--- config.mk ---
export PLATFORM = sky130hd
export DESIGN_NAME = memory_arbiter
export DESIGN_NICKNAME = d
export VERILOG_FILES = /design/src/rtl/cpu_types_pkg.sv /design/src/rtl/memory_arbiter.sv
export SDC_FILE = /design/constraint.sdc
export NUM_CORES = 1
export LEC_CHECK = 0
export ABC_AREA = 1
export BUFFER_PORTS_ARGS = -buffer_cell sky130_fd_sc_hd__buf_2
export CORE_MARGIN = 4
export CORE_UTILIZATION = 49
export CTS_BUF_LIST = sky130_fd_sc_hd__clkbuf_2 sky130_fd_sc_hd__clkbuf_4 sky130_fd_sc_hd__clkbuf_8
export CTS_CLUSTER_SIZE = 30
export DETAILED_ROUTE_END_ITERATION = 10
export HOLD_SLACK_MARGIN = 0.03
export PLACE_DENSITY = 0.82
export SLEW_MARGIN = 20
export SYNTH_ARGS = -nofsm -noshare
export SYNTH_HDL_FRONTEND = slang
export SYNTH_SLANG_ARGS = --single-unit
--- constraint.sdc ---
create_clock -name CLK -period 5.6 [get_ports CLK]
set_input_delay 0.28 -clock CLK [delete_from_list [all_inputs] [get_ports CLK]]
set_output_delay 0.28 -clock CLK [all_outputs]
set_load 0.01 [all_outputs]
--- src/rtl/cpu_types_pkg.sv ---
// Shared CPU-side types for the memory arbiter: word type, arbiter FSM states and
// the requester tag that travels with an access.
package cpu_types_pkg;

  typedef logic [31:0] word_t;

  typedef enum logic [1:0] {
    IDLE,
    DACC,
    IACC,
    HIT
  } arb_state_t;

  typedef enum logic {
    SRC_I,
    SRC_D
  } arb_src_t;

  localparam int unsigned MAX_DSTREAK_DEF = 4;
  localparam int unsigned RAM_TIMEOUT_DEF = 255;

endpackage

--- src/rtl/memory_arbiter.sv ---
// Arbitrates instruction and data requests onto one single-port RAM with a ready
// handshake. Data wins ties unless instruction fetch has been starved MAX_DSTREAK times.
module memory_arbiter
  import cpu_types_pkg::*;
#(
  parameter int unsigned MAX_DSTREAK = MAX_DSTREAK_DEF,
  parameter int unsigned RAM_TIMEOUT = RAM_TIMEOUT_DEF
) (
  input  logic        CLK,
  input  logic        RST,
  input  logic        imemREN,
  input  logic [31:0] imemaddr,
  input  logic        dmemREN,
  input  logic        dmemWEN,
  input  logic [31:0] dmemaddr,
  input  logic [31:0] dmemstore,
  output logic        ihit,
  output logic        dhit,
  output logic [31:0] imemload,
  output logic [31:0] dmemload,
  output logic        memerr,
  output logic        ramREN,
  output logic        ramWEN,
  output logic [31:0] ramaddr,
  output logic [31:0] ramstore,
  input  logic        ramready,
  input  logic [31:0] ramload
);

  localparam int SW = (MAX_DSTREAK < 1) ? 1 : $clog2(MAX_DSTREAK + 1);
  localparam int TW = (RAM_TIMEOUT < 2) ? 1 : $clog2(RAM_TIMEOUT + 1);

  arb_state_t    r_state;
  arb_state_t    w_next;
  arb_src_t      r_src;
  logic          r_wr;
  word_t         r_addr;
  word_t         r_store;
  word_t         r_iload;
  word_t         r_dload;
  logic [SW-1:0] r_dstreak;
  logic [TW-1:0] r_tmo;
  logic          r_memerr;

  logic w_dreq;
  logic w_istarved;
  logic w_grant_d;
  logic w_grant_i;
  logic w_timeout;
  logic w_access;

  assign w_dreq     = dmemREN | dmemWEN;
  assign w_istarved = imemREN && (r_dstreak == SW'(MAX_DSTREAK));
  assign w_access   = (r_state == DACC) || (r_state == IACC);

  always_ff @(posedge CLK or posedge RST) begin
    if (RST) r_state <= IDLE;
    else     r_state <= w_next;
  end

  always_comb begin
    w_next    = r_state;
    w_grant_d = 1'b0;
    w_grant_i = 1'b0;
    w_timeout = 1'b0;
    case (r_state)
      IDLE: begin
        if (w_dreq && !w_istarved) begin
          w_next    = DACC;
          w_grant_d = 1'b1;
        end else if (imemREN) begin
          w_next    = IACC;
          w_grant_i = 1'b1;
        end
      end
      DACC, IACC: begin
        if (ramready) begin
          w_next = HIT;
        end else if (r_tmo == TW'(RAM_TIMEOUT - 1)) begin
          // RAM_TIMEOUT access cycles have elapsed without ramready
          w_next    = IDLE;
          w_timeout = 1'b1;
        end
      end
      HIT:     w_next = IDLE;
      default: w_next = IDLE;
    endcase
  end

  // Access context latched on the grant edge and held until the next grant.
  always_ff @(posedge CLK or posedge RST) begin
    if (RST) begin
      r_src   <= SRC_I;
      r_wr    <= 1'b0;
      r_addr  <= '0;
      r_store <= '0;
    end else if (w_grant_d) begin
      r_src   <= SRC_D;
      r_wr    <= dmemWEN;
      r_addr  <= dmemaddr;
      r_store <= dmemstore;
    end else if (w_grant_i) begin
      r_src   <= SRC_I;
      r_wr    <= 1'b0;
      r_addr  <= imemaddr;
      r_store <= '0;
    end
  end

  always_ff @(posedge CLK or posedge RST) begin
    if (RST) begin
      r_dstreak <= '0;
    end else if (w_grant_i) begin
      r_dstreak <= '0;
    end else if (w_grant_d && imemREN && (r_dstreak != SW'(MAX_DSTREAK))) begin
      r_dstreak <= r_dstreak + 1'b1;
    end
  end

  always_ff @(posedge CLK or posedge RST) begin
    if (RST) begin
      r_tmo <= '0;
    end else if (w_grant_d || w_grant_i) begin
      r_tmo <= '0;
    end else if (w_access && !ramready) begin
      r_tmo <= r_tmo + 1'b1;
    end
  end

  // Loads are captured even if the requester abandoned the access.
  always_ff @(posedge CLK or posedge RST) begin
    if (RST) begin
      r_iload <= '0;
      r_dload <= '0;
    end else if (w_access && ramready && !r_wr) begin
      if (r_src == SRC_I) r_iload <= ramload;
      else                r_dload <= ramload;
    end
  end

  always_ff @(posedge CLK or posedge RST) begin
    if (RST) r_memerr <= 1'b0;
    else     r_memerr <= w_timeout;
  end

  assign ramREN   = w_access && !r_wr;
  assign ramWEN   = w_access && r_wr;
  assign ramaddr  = r_addr;
  assign ramstore = r_store;
  assign ihit     = (r_state == HIT) && (r_src == SRC_I) && imemREN;
  assign dhit     = (r_state == HIT) && (r_src == SRC_D) && w_dreq;
  assign imemload = r_iload;
  assign dmemload = r_dload;
  assign memerr   = r_memerr;

endmodule

Word level (Yosys, flattened, before mapping). Index checks and enable logic that the tools add are counted. Widths: inputs -> output; s select.

Flip-flop bits (word level): 144. Output and inout bits: 133.

Add/sub/neg operators: 2. Equal/unequal tests: 8. Mux-type cells: 24. Bitwise logic cells: 2. Reductions and logical operators: 26.

Operators by type and width (count): $mux 32 (4); $mux 8 (2); $logic_and 1x1->1 (13); $mux 1 (11); $ne 3x3->1 const B (3); $add 8x1->8 const B (1); $eq 8x8->1 const B (1); $mux 2 (4); $mux 3 (2); $pmux 2 s3 (1); $reduce_and 2->1 (3); $reduce_bool 2->1 (3); $eq 2x2->1 const B (2); $add 3x1->3 const B (1); $eq 3x3->1 const B (1); $logic_not 1->1 (3); $eq 2x1->1 const B (1); $logic_not 2->1 (1); $logic_or 1x1->1 (2); $reduce_or 2->1 (1); $not 1->1 (1); $or 1x1->1 (1).

Logic depth before layout (Yosys ltp).
Word-level depth: 10. Depth in mapped cells: 9. Depth with buffers taken out: 9.

Least setup slack after synthesis. OpenSTA, ideal clock, no wires.

Path type: register -> register. From: register r_state[0]. To: register r_dload[3], in the netlist dmemload[3]. Arrival time: 1.397 ns. Data required time: 5.482 ns. Path slack: 4.085 ns. Stages on the path, launching flop included: 9. Buffers on the path: 1. Period minus slack after synthesis: 1.515 ns. Cells stage by stage: dfrtp_1 -> inv_1 -> ha_1 -> inv_2 -> nor3_4 -> nand2_4 -> buf_6 -> nand2_1 -> o21ai_2.

Word-level cells in the longest chain between the ends: 5. Elaborated cells on any way between the ends: 6. Classes of those cells: eq/ne (2); reduce/logical (4).

RTL lines: from (decl) (RTL line memory_arbiter.sv:33) `arb_state_t r_state;`; from (signal assigned) (RTL line memory_arbiter.sv:58) `else r_state <= w_next;`; $eq 2x1->1 or $eq 2x2->1 (tied branches) (RTL line memory_arbiter.sv:54) `assign w_access = (r_state == DACC) || (r_state == IACC);`; $logic_or 1x1->1 (*) (RTL line memory_arbiter.sv:54); $logic_and 1x1->1 (*) (2 in a row) (RTL line memory_arbiter.sv:135) `end else if (w_access && ramready && !r_wr) begin`; $reduce_and 2->1 (no line) (*); to (signal assigned) (RTL line memory_arbiter.sv:137) `else r_dload <= ramload;`; to (decl) (RTL line memory_arbiter.sv:40) `word_t r_dload;`.

Every way passes the cells marked *; elsewhere a longest branch is shown, timed or not. A chain may end at the register's enable or synchronous reset.

Worst setup path after layout.
From: register r_state[0]. To: register r_addr[17], in the netlist ramaddr[17].

Word-level cells in the longest chain between the ends: 3. Elaborated cells on any way between the ends: 5. Classes of those cells: mux (3); reduce/logical (2).

RTL lines: $logic_not 2->1 (*) (RTL line memory_arbiter.sv:66) `case (r_state)`; $mux 1 (RTL line memory_arbiter.sv:66); $mux 32 or $reduce_bool 2->1 (tied branches); to (signal assigned) (RTL line memory_arbiter.sv:100) `r_addr <= dmemaddr;`; to (signal assigned) (RTL line memory_arbiter.sv:105) `r_addr <= imemaddr;`; to (decl) (RTL line memory_arbiter.sv:37) `word_t r_addr;`.

Marked as above.

==> results <==
- After floorplanning, the core was divided into 40 placement rows.
- The clock tree from TritonCTS is built.
- After synthesis, the largest family of logic cells by area is simple AND/OR/NAND/NOR gates.
- The total track usage is 25.1%.
- The worst path meets setup with 3170 ps of slack.
- The post-cts resize count is 0.
- Across the run, the number of max-cap violations was 0.
- The startpoint class of the critical path is a flop.
- Summed over all cells, the static leakage comes to 0.00473 µW.
- The share of the clock period used by the worst path after layout is 43.3%.
- A synthesized cell averages 9.19 µm².
- The worst pin sits at a relative slew slack of 30.0%.
- The cell occurring most often along the worst timing path is sky130_fd_sc_hd__nand3_1.
- The post-route netlist has 36.3% of its cells at a drive strength greater than 1.
- The register area share after synthesis is 58.1%.
- For the worst setup path, the data required time is 5920 ps.
- The vias per cell is 5.02.
- The endpoint kind of the worst setup timing path is a flop.
- The area share of the leading cell type in the synthesized netlist is 58.1%.
- The number of buffers and inverters on the critical path is 2.
- The synthesized instance count is 675.
- Port buffering added 266 buffers.
- In this run the vertical extent of the chip is 121 µm.
- The area of the mapped netlist is 6210 µm².
- The worst stage delay on the critical path is 810 ps.
- The number of sinks driven by the clock tree is 144.
- The number of placed I/O pins is 267.
- For this configuration, the core starts out at a cell density of 50.8%.
- Summing the areas of all and, or, nand and nor instances in the mapped netlist gives 24.1% of the synthesized area.
- The number of different library cells used by synthesis comes to 24.
- The first global-routing pass estimated 28800 µm of wire.
- For this run, design rule violations remaining after detail routing come to 0.
- Once the clock tree was built, the setup fixing pass inserted 0 buffers.
- The routed design uses 9020 µm of met2 wire.
- The number of global-route vias before repair came to 5822.
- Traced cell by cell, the critical path runs through inv_1, ha_1, nand3_1, clkinv_2, nand2_1, nand3_1.
- In this run, the number of DRC markers left after iteration 0 of detailed routing was 433.
- The number of nets produced by synthesis is 815.
- The full die area is 14500 µm².
- At the end of routability-driven placement, the weighted congestion stood at 0.823.
- Setup repair after global routing left no endpoint under its margin.
- The largest individual stage delay along the critical path comes from the cell sky130_fd_sc_hd__clkinv_2.
- Clock skew on the completed layout was measured at 12.2 ps.
- Setup total negative slack on the finished layout was measured at 0 ps.
- The worst vdd rail ir drop is 281 µV.
- The routed design has 18100 µm of wire.
- The pin count of the biggest net entering global routing is 89.
- The highest metal layer with signal wires is met4.
- The post-synthesis share of cell area spent on xor and xnor gates is 0.282%.
- The share of power burned in registers is 39.0%.
- After synthesis the netlist holds a flip-flop and latch count of 144.
- The sequential cell area is 3600 µm².
- After detailed routing, the wire length on met1 is 6900 µm.
- The max-slew violation count came to 0.
- In this run, post-CTS hold repair placed 52 buffers.
- The final-report setup violation count is 0.
- The worst hold path class is input port to flop.
- The number of antenna violations at the first check in global routing came to 0.
- The antenna diode instance count is 0.
- The signal arrival time at the worst endpoint is 2740 ps.
- The cell-internal power is 2670 µW.
- The critical path in this run is classified as flop to flop.
- The final number of hold-violating endpoints was 0.
- The multiplexer area fraction after synthesis is 0%.
- The transition at the pin with the smallest max-transition slack is 1040 ps.
- The category of cells accounting for the largest share of critical-path delay is buffers and inverters.
- The post-synthesis share of cell area spent on full adders, half adders and majority gates is 1.21%.
- The achievable clock frequency is 412 MHz.
- The compound-cell area share of the yosys netlist is 9.15%.
- The total power divided by cell area is 531 nW/µm².
- In this run switching power makes up 40.7% of total power.
- After legalization and detailed placement, the total HPWL measured 11600 µm.
- The library cell occupying the most area in the post-synthesis netlist is sky130_fd_sc_hd__dfrtp_1.
- The post-route antenna net violation count is 0.
- The tree is rooted in a sky130_fd_sc_hd__clkbuf_8.
- From synthesis to final layout, the design area changed by 36.5%.
- The net switching power figure is 1830 µW.
- After filler insertion, the fill cell instance count of the layout stands at 933.
- The number of buffers created by CTS is 17.
- The sum of overflow across all layers after global routing is 0.
- The first detailed-routing pass took 5 iterations.
- The number of H-tree levels is 4.
- Clock-pin slew was measured on the worst setup and hold paths at 80 ps.
- Before CTS, the worst setup slack after placement is 3180 ps.
- In this run the standard cell core region covers 12200 µm².
- The total number of vias is 5836.
- The die is 121 µm wide.
- The routed design uses 1500 µm of met3 wire.
- The run finished with clean final reports.
- Subtracting the final worst setup slack from the clock period gives 2430 ps.
- The clock power share is 19.0%.
- The clock passes through at most 2 buffers.
- The multi-input combinational cells in the finished layout cover a total of 2160 µm².
- The layout net count is 1121.
- During synthesis, Yosys emitted a total of 0 warnings.
- The clock insertion delay at the later pin of the skew report is 440 ps.
- By area the synthesized netlist is led by sky130_fd_sc_hd__dfrtp_1, sky130_fd_sc_hd__nand2_1, sky130_fd_sc_hd__o21ai_2, sky130_fd_sc_hd__nand3_1, sky130_fd_sc_hd__inv_1.
- The average wire per cell in the routed design is 15.6 µm.
- Combinational logic burns 41.9% of the power.
- Of all nets on the critical path, the largest fanout is 64.
==> sequential cells by signal, summed over array words and instances (netlist names) <==
| signal | flops |
|---|---|
| r_wr | 1 |
| ramstore | 32 |
| memerr | 1 |
| dmemload | 32 |
| r_dstreak | 3 |
| r_tmo | 8 |
| r_state | 2 |
| ramaddr | 32 |
| r_src | 1 |
| imemload | 32 |
==> power by group through the flow <==
stage | clock (µW) | sequential [µW] | combinational (µW)
2_1_floorplan | 0 | 1950 | 974
3_3_place_gp | 0 | 1740 | 1800
4_1_cts | 867 | 1740 | 1890
3_5_place_dp | 0 | 1750 | 1870
6_report | 856 | 1750 | 1890
5_1_grt | 924 | 1810 | 2090
==> synthesized netlist by cell type (all sizes together) <==
cell type and n:
nand2 259, dfrtp 144, nand3 76, o21ai 70
inv 55, buf 29, nor2 20, ha 6
clkbuf 4, nor3 4, nand4 2, a21o 1
a21oi 1, a31oi 1, or2 1, xnor2 1
xor2 1
==> cell usage in the layout (no fill, tap or decap), types with 2 or more instances in the layout <==
cell type / n
sky130_fd_sc_hd__clkinvlp_4: 2
sky130_fd_sc_hd__inv_6: 3
sky130_fd_sc_hd__dfrtp_1: 144
sky130_fd_sc_hd__clkinv_4: 3
sky130_fd_sc_hd__o21ai_2: 52
sky130_fd_sc_hd__nand2_1: 257
sky130_fd_sc_hd__nand2_4: 2
sky130_fd_sc_hd__inv_2: 2
sky130_fd_sc_hd__nand3_1: 76
sky130_fd_sc_hd__nand4_1: 2
sky130_fd_sc_hd__o21ai_1: 12
sky130_fd_sc_hd__bufinv_16: 3
sky130_fd_sc_hd__dlygate4sd3_1: 52
sky130_fd_sc_hd__buf_2: 266
sky130_fd_sc_hd__ha_1: 6
sky130_fd_sc_hd__nor2_1: 20
sky130_fd_sc_hd__o21ai_0: 5
sky130_fd_sc_hd__clkbuf_8: 17
sky130_fd_sc_hd__clkinv_2: 3
sky130_fd_sc_hd__buf_4: 2
sky130_fd_sc_hd__clkbuf_4: 3
sky130_fd_sc_hd__inv_1: 50
sky130_fd_sc_hd__nor3_1: 3
==> layer usage <==
| layer | track usage (%) | vias up |
|---|---|---|
| met5 | 0 | - |
| met4 | 11.7 | 0 |
| li1 | - | 2748 |
| met3 | 7.39 | 60 |
| met2 | 41.6 | 324 |
| met1 | 30.1 | 2704 |
==> final cells by class <==
type / instances / area share [%]
timing repair buffer: 320 / 22.0
tap: 168 / 2.48
multi-input combinational: 443 / 25.5
inverter: 55 / 2.51
clock buffer: 20 / 3.03
clock inverter: 12 / 1.88
sequential: 144 / 42.5
==> cell families (layout without fill, tap and decap cells) <==
logic type               Yosys count  in the layout
AO/OA/AOI/OAI                     73             73
buffers and inverters             88            407
flip-flops                       144            144
AND/OR/NAND/NOR                  362            362
adder cells (fa/ha/maj)            6              6
XOR/XNOR                           2              2
==> through the flow <==
stage	total power [µW]	hold WS [ps]	std cells	util, %	instance area (µm²)
2_1_floorplan	2920	390	675	-	6210
3_3_place_gp	3540	457	1078	61.7	7530
3_5_place_dp	3620	459	1078	61.7	7530
4_1_cts	4500	31.2	1162	69.3	8470
5_1_grt	4820	32.2	1162	69.4	8470
6_report	4500	55.6	1162	69.4	8470
==> path summary, 6_finish.rpt <==
kind                              start            to  slack [ps]  cells after the start
hold / removal              dmemaddr[6]    ramaddr[6]          60                      3
setup / recovery             r_state[0]   ramaddr[17]        3170                      6
setup reg to reg             r_state[0]   ramaddr[17]        3170                      6
hold reg to reg            imemload[23]  imemload[23]         480                      2
min in group asynchronous           RST  dmemload[11]         550                      3
max in group asynchronous           RST  ramstore[29]        3830                      4
==> worst register-to-register path: stages (launching register included) <==
cell and delay, ps:
sky130_fd_sc_hd__dfrtp_1 370, sky130_fd_sc_hd__inv_1 50, sky130_fd_sc_hd__ha_1 280, sky130_fd_sc_hd__nand3_1 360
sky130_fd_sc_hd__clkinv_2 810, sky130_fd_sc_hd__nand2_1 340, sky130_fd_sc_hd__nand3_1 100
Power figures use the tool's default switching activity.
